[config.mk]
export PLATFORM = sky130hd
export DESIGN_NAME = bus_cmd_arbiter_flat
export DESIGN_NICKNAME = d
export VERILOG_FILES = /design/src/rtl/bus_cmd_arbiter_if.sv /design/src/rtl/bus_cmd_arbiter.sv /design/src/flat_wrapper.sv
export SDC_FILE = /design/constraint.sdc
export NUM_CORES = 1
export LEC_CHECK = 0
export CORE_ASPECT_RATIO = 1.2
export CORE_MARGIN = 3
export CORE_UTILIZATION = 32
export CTS_CLUSTER_SIZE = 30
export DETAILED_ROUTE_END_ITERATION = 10
export PLACE_DENSITY = 0.75
export SLEW_MARGIN = 20
export SYNTH_ARGS = -nofsm -noshare
export SYNTH_HDL_FRONTEND = slang
export SYNTH_SLANG_ARGS = --single-unit
[constraint.sdc]
create_clock -name clk -period 2.1 [get_ports clk]
set_input_delay 0.21 -clock clk [delete_from_list [all_inputs] [get_ports clk]]
set_output_delay 0.21 -clock clk [all_outputs]
set_load 0.05 [all_outputs]
[src/rtl/bus_cmd_arbiter_if.sv]
// Client request / event-handler command bundle for bus_cmd_arbiter.
// Per-client fields are flat-packed: client i at [i*W +: W].
interface bus_cmd_arbiter_if #(
    parameter int NUM_REQ   = 4,
    parameter int SLAVE_LEN = 2,
    parameter int ADDR_LEN  = 12,
    parameter int DATA_LEN  = 8,
    parameter int BURST_LEN = 12
);
    logic [NUM_REQ-1:0]           req_valid;
    logic [NUM_REQ-1:0]           req_write;
    logic [NUM_REQ*DATA_LEN-1:0]  req_data;
    logic [NUM_REQ*ADDR_LEN-1:0]  req_addr;
    logic [NUM_REQ*SLAVE_LEN-1:0] req_slave;
    logic [NUM_REQ*BURST_LEN-1:0] req_burst;
    logic [NUM_REQ-1:0]           req_ack;
    logic [NUM_REQ-1:0]           req_done;
    logic [NUM_REQ-1:0]           req_err;
    logic [NUM_REQ-1:0]           rd_valid;
    logic [DATA_LEN-1:0]          rd_data;

    logic                         eh_write;
    logic                         eh_read;
    logic [DATA_LEN-1:0]          eh_data;
    logic [ADDR_LEN-1:0]          eh_addr;
    logic [SLAVE_LEN-1:0]         eh_slave;
    logic [BURST_LEN-1:0]         eh_burst;
    logic                         eh_busy;
    logic                         eh_new_rx;
    logic [DATA_LEN-1:0]          eh_rx_data;

    // Arbiter side: serves the clients and masters the event handler.
    modport master (
        input  req_valid, req_write, req_data, req_addr, req_slave, req_burst,
        output req_ack, req_done, req_err, rd_valid, rd_data,
        output eh_write, eh_read, eh_data, eh_addr, eh_slave, eh_burst,
        input  eh_busy, eh_new_rx, eh_rx_data
    );

    // Environment side: clients plus the event handler.
    modport slave (
        output req_valid, req_write, req_data, req_addr, req_slave, req_burst,
        input  req_ack, req_done, req_err, rd_valid, rd_data,
        input  eh_write, eh_read, eh_data, eh_addr, eh_slave, eh_burst,
        output eh_busy, eh_new_rx, eh_rx_data
    );
endinterface

[src/rtl/bus_cmd_arbiter.sv]
// Round-robin arbiter sharing one event-handler command port among NUM_REQ clients.
// Optional watchdog abort enabled by defining ARB_TIMEOUT_EN.
module bus_cmd_arbiter #(
    parameter int NUM_REQ        = 4,
    parameter int SLAVE_LEN      = 2,
    parameter int ADDR_LEN       = 12,
    parameter int DATA_LEN       = 8,
    parameter int BURST_LEN      = 12,
    parameter int TIMEOUT_CYCLES = 1024
) (
    input logic               clk,
    input logic               reset,
    bus_cmd_arbiter_if.master bus
);
    localparam int IDX_W = $clog2(NUM_REQ);

    typedef enum logic [1:0] {IDLE, ISSUE, WAIT_BUSY, WAIT_DONE} state_t;

    state_t           state;
    logic [IDX_W-1:0] rr_ptr;
    logic [IDX_W-1:0] grant;
    logic             wr_q;
    logic             cand_found;
    logic [IDX_W-1:0] cand_idx;
    logic [IDX_W-1:0] grant_next;

    // Scan from the farthest offset down so the nearest valid client wins.
    always_comb begin
        logic [IDX_W-1:0] idx;
        idx        = '0;
        cand_found = 1'b0;
        cand_idx   = '0;
        for (int off = NUM_REQ - 1; off >= 0; off--) begin
            idx = IDX_W'((int'(rr_ptr) + off) % NUM_REQ);
            if (bus.req_valid[idx]) begin
                cand_found = 1'b1;
                cand_idx   = idx;
            end
        end
    end

    assign grant_next = (grant == IDX_W'(NUM_REQ - 1)) ? '0 : grant + 1'b1;

`ifdef ARB_TIMEOUT_EN
    localparam int TMO_W = $clog2(TIMEOUT_CYCLES + 1);
    localparam logic [TMO_W-1:0] TMO_LAST = TMO_W'(TIMEOUT_CYCLES - 1);
    logic [TMO_W-1:0] tmo_cnt;
`else
    assign bus.req_err = '0;
`endif

    always_ff @(posedge clk or posedge reset) begin
        if (reset) begin
            state        <= IDLE;
            rr_ptr       <= '0;
            grant        <= '0;
            wr_q         <= 1'b0;
            bus.req_ack  <= '0;
            bus.req_done <= '0;
            bus.rd_valid <= '0;
            bus.rd_data  <= '0;
            bus.eh_write <= 1'b0;
            bus.eh_read  <= 1'b0;
            bus.eh_data  <= '0;
            bus.eh_addr  <= '0;
            bus.eh_slave <= SLAVE_LEN'(1);
            bus.eh_burst <= '0;
`ifdef ARB_TIMEOUT_EN
            bus.req_err  <= '0;
            tmo_cnt      <= '0;
`endif
        end else begin
            bus.req_ack  <= '0;
            bus.req_done <= '0;
            bus.rd_valid <= '0;
            bus.eh_write <= 1'b0;
            bus.eh_read  <= 1'b0;
`ifdef ARB_TIMEOUT_EN
            bus.req_err  <= '0;
`endif
            // Bytes landing on the busy-fall cycle still reach the client.
            if ((state == WAIT_BUSY || state == WAIT_DONE) && bus.eh_new_rx) begin
                bus.rd_valid[grant] <= 1'b1;
                bus.rd_data         <= bus.eh_rx_data;
            end

            case (state)
                IDLE: begin
                    if (cand_found) begin
                        grant                 <= cand_idx;
                        wr_q                  <= bus.req_write[cand_idx];
                        bus.eh_data           <= bus.req_data[cand_idx*DATA_LEN +: DATA_LEN];
                        bus.eh_addr           <= bus.req_addr[cand_idx*ADDR_LEN +: ADDR_LEN];
                        bus.eh_slave          <= bus.req_slave[cand_idx*SLAVE_LEN +: SLAVE_LEN];
                        bus.eh_burst          <= bus.req_burst[cand_idx*BURST_LEN +: BURST_LEN];
                        bus.req_ack[cand_idx] <= 1'b1;
                        state                 <= ISSUE;
                    end
                end
                ISSUE: begin
                    bus.eh_write <= wr_q;
                    bus.eh_read  <= ~wr_q;
                    state        <= WAIT_BUSY;
                end
                WAIT_BUSY: begin
                    if (bus.eh_busy) state <= WAIT_DONE;
                end
                WAIT_DONE: begin
                    if (!bus.eh_busy) begin
                        bus.req_done[grant] <= 1'b1;
                        rr_ptr              <= grant_next;
                        state               <= IDLE;
                    end
                end
                default: state <= IDLE;
            endcase

`ifdef ARB_TIMEOUT_EN
            // A normal completion on the same cycle takes precedence over the abort.
            if (state == WAIT_BUSY || state == WAIT_DONE) begin
                tmo_cnt <= tmo_cnt + 1'b1;
                if (tmo_cnt == TMO_LAST && !(state == WAIT_DONE && !bus.eh_busy)) begin
                    bus.req_done[grant] <= 1'b1;
                    bus.req_err[grant]  <= 1'b1;
                    rr_ptr              <= grant_next;
                    state               <= IDLE;
                end
            end else begin
                tmo_cnt <= '0;
            end
`endif
        end
    end
endmodule
[src/flat_wrapper.sv]
// flat-port wrapper written by rule: the top's interface ports become plain ports
module bus_cmd_arbiter_flat 
#(
    parameter int NUM_REQ        = 4,
    parameter int SLAVE_LEN      = 2,
    parameter int ADDR_LEN       = 12,
    parameter int DATA_LEN       = 8,
    parameter int BURST_LEN      = 12,
    parameter int TIMEOUT_CYCLES = 1024
)
  (clk, reset, bus_req_valid, bus_req_write, bus_req_data, bus_req_addr, bus_req_slave, bus_req_burst, bus_req_ack, bus_req_done, bus_req_err, bus_rd_valid, bus_rd_data, bus_eh_write, bus_eh_read, bus_eh_data, bus_eh_addr, bus_eh_slave, bus_eh_burst, bus_eh_busy, bus_eh_new_rx, bus_eh_rx_data);
  bus_cmd_arbiter_if #(.NUM_REQ(NUM_REQ), .SLAVE_LEN(SLAVE_LEN), .ADDR_LEN(ADDR_LEN), .DATA_LEN(DATA_LEN), .BURST_LEN(BURST_LEN)) bus_i ();
  input logic clk;
  input logic reset;
  input wire logic [$bits(bus_i.req_valid)-1:0] bus_req_valid;
  input wire logic [$bits(bus_i.req_write)-1:0] bus_req_write;
  input wire logic [$bits(bus_i.req_data)-1:0] bus_req_data;
  input wire logic [$bits(bus_i.req_addr)-1:0] bus_req_addr;
  input wire logic [$bits(bus_i.req_slave)-1:0] bus_req_slave;
  input wire logic [$bits(bus_i.req_burst)-1:0] bus_req_burst;
  output wire logic [$bits(bus_i.req_ack)-1:0] bus_req_ack;
  output wire logic [$bits(bus_i.req_done)-1:0] bus_req_done;
  output wire logic [$bits(bus_i.req_err)-1:0] bus_req_err;
  output wire logic [$bits(bus_i.rd_valid)-1:0] bus_rd_valid;
  output wire logic [$bits(bus_i.rd_data)-1:0] bus_rd_data;
  output wire logic [$bits(bus_i.eh_write)-1:0] bus_eh_write;
  output wire logic [$bits(bus_i.eh_read)-1:0] bus_eh_read;
  output wire logic [$bits(bus_i.eh_data)-1:0] bus_eh_data;
  output wire logic [$bits(bus_i.eh_addr)-1:0] bus_eh_addr;
  output wire logic [$bits(bus_i.eh_slave)-1:0] bus_eh_slave;
  output wire logic [$bits(bus_i.eh_burst)-1:0] bus_eh_burst;
  input wire logic [$bits(bus_i.eh_busy)-1:0] bus_eh_busy;
  input wire logic [$bits(bus_i.eh_new_rx)-1:0] bus_eh_new_rx;
  input wire logic [$bits(bus_i.eh_rx_data)-1:0] bus_eh_rx_data;
  assign bus_i.req_valid = bus_req_valid;
  assign bus_i.req_write = bus_req_write;
  assign bus_i.req_data = bus_req_data;
  assign bus_i.req_addr = bus_req_addr;
  assign bus_i.req_slave = bus_req_slave;
  assign bus_i.req_burst = bus_req_burst;
  assign bus_req_ack = bus_i.req_ack;
  assign bus_req_done = bus_i.req_done;
  assign bus_req_err = bus_i.req_err;
  assign bus_rd_valid = bus_i.rd_valid;
  assign bus_rd_data = bus_i.rd_data;
  assign bus_eh_write = bus_i.eh_write;
  assign bus_eh_read = bus_i.eh_read;
  assign bus_eh_data = bus_i.eh_data;
  assign bus_eh_addr = bus_i.eh_addr;
  assign bus_eh_slave = bus_i.eh_slave;
  assign bus_eh_burst = bus_i.eh_burst;
  assign bus_i.eh_busy = bus_eh_busy;
  assign bus_i.eh_new_rx = bus_eh_new_rx;
  assign bus_i.eh_rx_data = bus_eh_rx_data;
  bus_cmd_arbiter #(.NUM_REQ(NUM_REQ), .SLAVE_LEN(SLAVE_LEN), .ADDR_LEN(ADDR_LEN), .DATA_LEN(DATA_LEN), .BURST_LEN(BURST_LEN), .TIMEOUT_CYCLES(TIMEOUT_CYCLES)) u_core (.clk(clk), .reset(reset), .bus(bus_i));
endmodule
# ---- Word-level counts from Yosys, hierarchy flattened
# Index checks and enable logic that the tools add are counted.
dict set report totals {
  regBits 63
  latchBits 0
  ram_bits 0
  romBits 0
  input_bits 156
  output_inout_bits 60
  word_cells 82
  mem_count 0
}
dict set report op_classes {
  add_sub_neg 4
  n_mul 1
  div 0
  n_lt_le_gt_ge 8
  eq_ne 7
  shift 4
  n_mux 34
  bitwise 2
  reduce_logical 8
}
# op n
set op_table {}
lappend op_table {{48-bit by 7-bit variable part select with 12-bit output} 2}
lappend op_table {{32-bit by 6-bit variable part select with 8-bit output} 1}
lappend op_table {{4-bit 2-to-1 mux} 5}
lappend op_table {{2-bit by 3-bit < comparator with 1-bit output, second input constant} 6}
lappend op_table {{2-bit 2-to-1 mux} 8}
lappend op_table {{1-bit 2-to-1 mux} 13}
lappend op_table {{1-bit binary-select mux with 2-bit select} 5}
lappend op_table {{2-bit one-hot mux with 4 select lines} 1}
lappend op_table {{8-bit by 4-bit variable part select with 2-bit output} 1}
lappend op_table {{2-bit == test, second input constant} 3}
lappend op_table {{2-bit by 1-bit adder with 2-bit output, second input constant} 2}
lappend op_table {{2-bit adder, second input constant} 2}
lappend op_table {{1-bit demux with 2-bit select} 2}
lappend op_table {{2-bit by 1-bit >= comparator with 1-bit output, second input constant} 2}
lappend op_table {{2-bit by 2-bit multiplier with 4-bit output, second input constant} 1}
lappend op_table {{2-bit != test, second input constant} 2}
lappend op_table {{2-bit AND reduction} 2}
lappend op_table {{1-bit logical AND} 3}
lappend op_table {{3-bit AND reduction} 1}
lappend op_table {{2-bit by 1-bit == test with 1-bit output, second input constant} 1}
lappend op_table {{2-bit logical NOT} 1}
lappend op_table {{2-bit by 1-bit != test with 1-bit output, second input constant} 1}
lappend op_table {{1-bit NOT} 2}
lappend op_table {{1-bit logical OR} 1}

# ---- Longest topological paths before layout
dict set report depth {
  ltp_word 13
  depth_mapped 8
}

# ---- Worst setup path before layout
# Ideal clock, no wire load.
dict set report synth_timing {
  kind {register -> register}
  from {reg u_core.state[0]}
  to {reg u_core.bus.eh_addr[11]}
  setup_time_ns 0.071
  arrival_time_ns 1.912
  t_required_ns 2.029
  path_slack_ns 0.118
  stages_incl_launch_ff 9
  period_less_slack_ns 1.982
  cell_sequence {dfrtp_1 inv_1 ha_1 clkbuf_1 nand2_1 o32ai_2 clkbuf_1 a222oi_1 nand3_1}
}
dict set report synth_via {
  elab_chain_cells 2
}
# element line
set synth_rtl {}
lappend synth_rtl {{from (decl)} bus_cmd_arbiter.sv:19} ;# state_t state;
lappend synth_rtl {{from (signal assigned)} bus_cmd_arbiter.sv:54} ;# state <= IDLE;
lappend synth_rtl {{from (signal assigned)} bus_cmd_arbiter.sv:97} ;# state <= ISSUE;
lappend synth_rtl {{from (signal assigned)} bus_cmd_arbiter.sv:103} ;# state <= WAIT_BUSY;
lappend synth_rtl {{2-bit logical NOT} bus_cmd_arbiter.sv:87} ;# case (state)
lappend synth_rtl {{2-bit AND reduction (no line)} --}
lappend synth_rtl {{to (signal assigned)} bus_cmd_arbiter.sv:93} ;# bus.eh_addr <= bus.req_addr[cand_idx*ADDR_LEN +: ADDR_LEN];
lappend synth_rtl {{to (decl)} bus_cmd_arbiter_if.sv:36} ;# output eh_write, eh_read, eh_data, eh_addr, eh_slave, eh_burst,
# Every way passes these cells.
# A chain may end at the register's enable or synchronous reset.

# ---- Final worst setup path
dict set report layout_timing {
  from {reg u_core.bus.eh_slave[0]}
  to {out bus_eh_slave[0]}
}
# element line
set layout_lines {}
lappend layout_lines {{from (decl)} bus_cmd_arbiter_if.sv:36}
lappend layout_lines {{from (signal assigned)} bus_cmd_arbiter.sv:94} ;# bus.eh_slave <= bus.req_slave[cand_idx*SLAVE_LEN +: SLAVE_LEN];
lappend layout_lines {{to (decl)} flat_wrapper.sv:30} ;# output wire logic [$bits(bus_i.eh_slave)-1:0] bus_eh_slave;
# No word-level cell between the ends.

==> results by group <==
Outcome
  – Outcome: completed

Detailed routing
  – DR vias/cell: 5.083
  – Detailed Route WL: 11010 um
  – Drt pass-1 iters: 5
  – Wirelength per Cell: 16.86 um
  – Routed Antenna Nets: 0
  – 1st-iter DRT viols: 277
  – Detailed-route DRC error count: 0
  – DR vias: 3319

Setup path
  – Crit path max-delay family: buffers and inverters
  – R2R depth: 6
  – Worst Setup EP: bus_eh_slave[0]
  – Crit path DAT: 1.67 ns
  – Worst path cell trace: clkdlybuf4s50_1
  – CP max FO: 2
  – CP Launch Type: flip-flop
  – Reg-to-reg slack, setup: 0.23 ns
  – Reg2Reg Capture Point: u_core.bus.eh_burst[7]
  – CP Launch Point: u_core.bus.eh_slave[0]
  – CP Capture Type: output port
  – Kind of critical path: flip-flop to output port
  – Bufs and invs on worst path: 1
  – Worst path depth: 1
  – Worst R2R Start: u_core.rr_ptr[1]
  – Crit-path slowest cell: clkdlybuf4s50_1
  – Worst path max stage delay: 0.81 ns
  – Critical Path RT: 1.89 ns

Yosys
  – Main synth FF type: dfrtp_1
  – Ys async rst share: 1.000
  – Cell count after synthesis: 307
  – Sequential fraction of the synthesis area: 0.5006
  – Syn Std Cell Area: 3152 um^2
  – Post-synth EDFFs: 0
  – Post-synth top area share: 0.4923
  – Synthesized area per cell: 10.27 um^2
  – Yosys reg bits: 63
  – Synth top area cells: dfrtp_1 (49%), a222oi_1 (11%), nand2_1 (9.1%)
  – Synthesis Warnings: 0
  – Synth unique cells: 32
  – Area leader, netlist: dfrtp_1

Pwr
  – Cell Pwr Density: 1447 nW/um^2
  – Leak: 2.379 nW
  – Worst VDD drop: 0.0007017 V

Die
  – Cell Rows: 39
  – Ports: 216
  – Die height: 114.7 um
  – Die area: 11080 um^2
  – Die Wd: 96.60 um
  – Initial Util: 0.3295
  – Area of the core: 9564 um^2

Cells and area
  – Number of diodes: 0
  – Area growth, synth to finish: 82.57%
  – Final #Nets: 689
  – Non-Filler Cell Area, Final: 5754 um^2
  – Commonest cells after routing, fill and taps aside: clkdlybuf4s50_1 (211), nand2_1 (76), dfrtp_1 (62), nand3_1 (36), a222oi_1 (35)
  – Most common cell after layout, fill and taps aside: clkdlybuf4s50_1
  – Layout cells sized above 1: 0.1038
  – Post-route core utilization: 0.6016

Timing
  – RSZ-0062 raised after global routing: no
  – Max-slew headroom: 0.6433
  – Final Hold Viols: 0
  – Setup_tns: 0 ns
  – Pins Over Slew Limit: 0
  – Final Skew: 0.007744 ns
  – Fin crit period: 1.879 ns
  – Worst Max-Slew Pin Slew: 0.5334 ns
  – Period Utilization, post-route: 0.8947
  – FMAX: 532.2 MHz
  – Final setup fails: 0

Placed design
  – Hpwl dp: 8394 um
  – Placed instance area: 5468 um^2
  – Port bufs: 211
  – Final GP Congestion: 0.7861

Global route
  – Initial antenna violation count: 0
  – GRT Util Overall: 0.1971
  – Largest net degree at the start of global routing: 64
  – Grt ovf: 0
  – Global-route wire length before repair: 16540 um
  – Vias in the first global route: 3385

Clock tree
  – Num CTS Buffers: 9
  – Post-CTS Hold Buffers: 0
  – Clk slew on worst S/H paths: 0.06 ns
  – Clock Sink Count: 63
  – CTS Root Cell: clkbuf_16
  – CTS tree: built
  – Worst-Skew Late Latency: 0.33 ns
  – CTS H-tree lvls: 3
  – Clock Tree Buf Depth: 2

Job
  – Max_cap viols: 0

Hold path
  – Worst min-delay path class: input pin to asynchronous set/reset pin
routing by layer:
layer	vias up	routed length (um)	track usage
li1	1554	-	-
met1	1547	4050	0.2256
met2	187	5597	0.3297
met3	31	967	0.05062
met4	0	393	0.1123
met5	-	0	0
how the worst min path moves through the flow:
stage	start	endpoint	slack, ns
final	reset	u_core.state[0]	0.28
after global routing	reset	u_core.bus.eh_burst[5]	0.31
after CTS	reset	u_core.state[0]	0.28
after detailed placement	u_core.wr_q	u_core.bus.eh_read	0.46
after global placement	u_core.wr_q	u_core.bus.eh_read	0.45
after floorplan	bus_req_slave[2]	u_core.bus.eh_slave[0]	0.31
final cells by class:
type,count,area (um^2)
clock inverters,6,45.04
clock buffers,10,239.0
inverters,9,33.78
well taps,123,153.9
repair buffers,230,2317
flip-flops and latches,63,1578
multi-input cells,212,1388
fillers,834,3810
stage by stage:
step	hold WS, ns	std cells	setup WS (ns)	power (mW)
2_1_floorplan	0.3124	310	0.1177	5.203
3_3_place_gp	0.4519	637	-0.003181	6.890
3_5_place_dp	0.4553	637	-0.06664	6.975
4_1_cts	0.2790	653	0.1124	8.418
5_1_grt	0.3084	653	0.07362	8.796
6_report	0.2782	653	0.2211	8.324
report_power, final:
part,switching [mW],internal [mW]
registers,0.338,1.76
logic,2.90,1.93
clock network,0.558,0.833
synthesized netlist by cell type, types with 2 or more instances:
master and count:
o21ai_0 4, nor2b_1 4, ha_1 8, buf_6 7, buf_4 5, nand3_1 36, mux2_2 11, inv_1 9
a222oi_1 35, buf_2 7, dfrtp_1 62, nor2_1 8, nand2_1 76, a21oi_1 2, clkbuf_1 7, a211oi_4 2
and2_1 9
logic make-up (layout without fill, tap and decap cells):
family / count (synthesis) / count (layout) / synth area share
AND/OR/NAND/NOR: 135 / 135 / 0.1886
flip-flops: 63 / 63 / 0.5006
AO/OA/AOI/OAI: 54 / 54 / 0.1715
buffers and inverters: 35 / 255 / 0.06709
multiplexers: 11 / 11 / 0.03930
adder cells (fa/ha/maj): 8 / 8 / 0.03176
other: 1 / 4 / 0.001190
what timing repair did:
item                       CTS  global route
resized for setup            0             1
setup endpoints to repair    0             8
setup buffers                0             0
state kept, by name, summed over array words and instances (netlist names):
signal and cells:
u_core.bus.rd_data 8, u_core.bus.eh_addr 12, u_core.bus.eh_read 1, u_core.rr_ptr 2, u_core.bus.eh_data 8, u_core.bus.req_done 4, u_core.bus.eh_slave 2, u_core.state 2
u_core.bus.eh_write 1, u_core.wr_q 1, u_core.bus.eh_burst 12, u_core.bus.req_ack 4, u_core.grant 2, u_core.bus.rd_valid 4
Note: power is estimated with default switching activity, not from simulation.
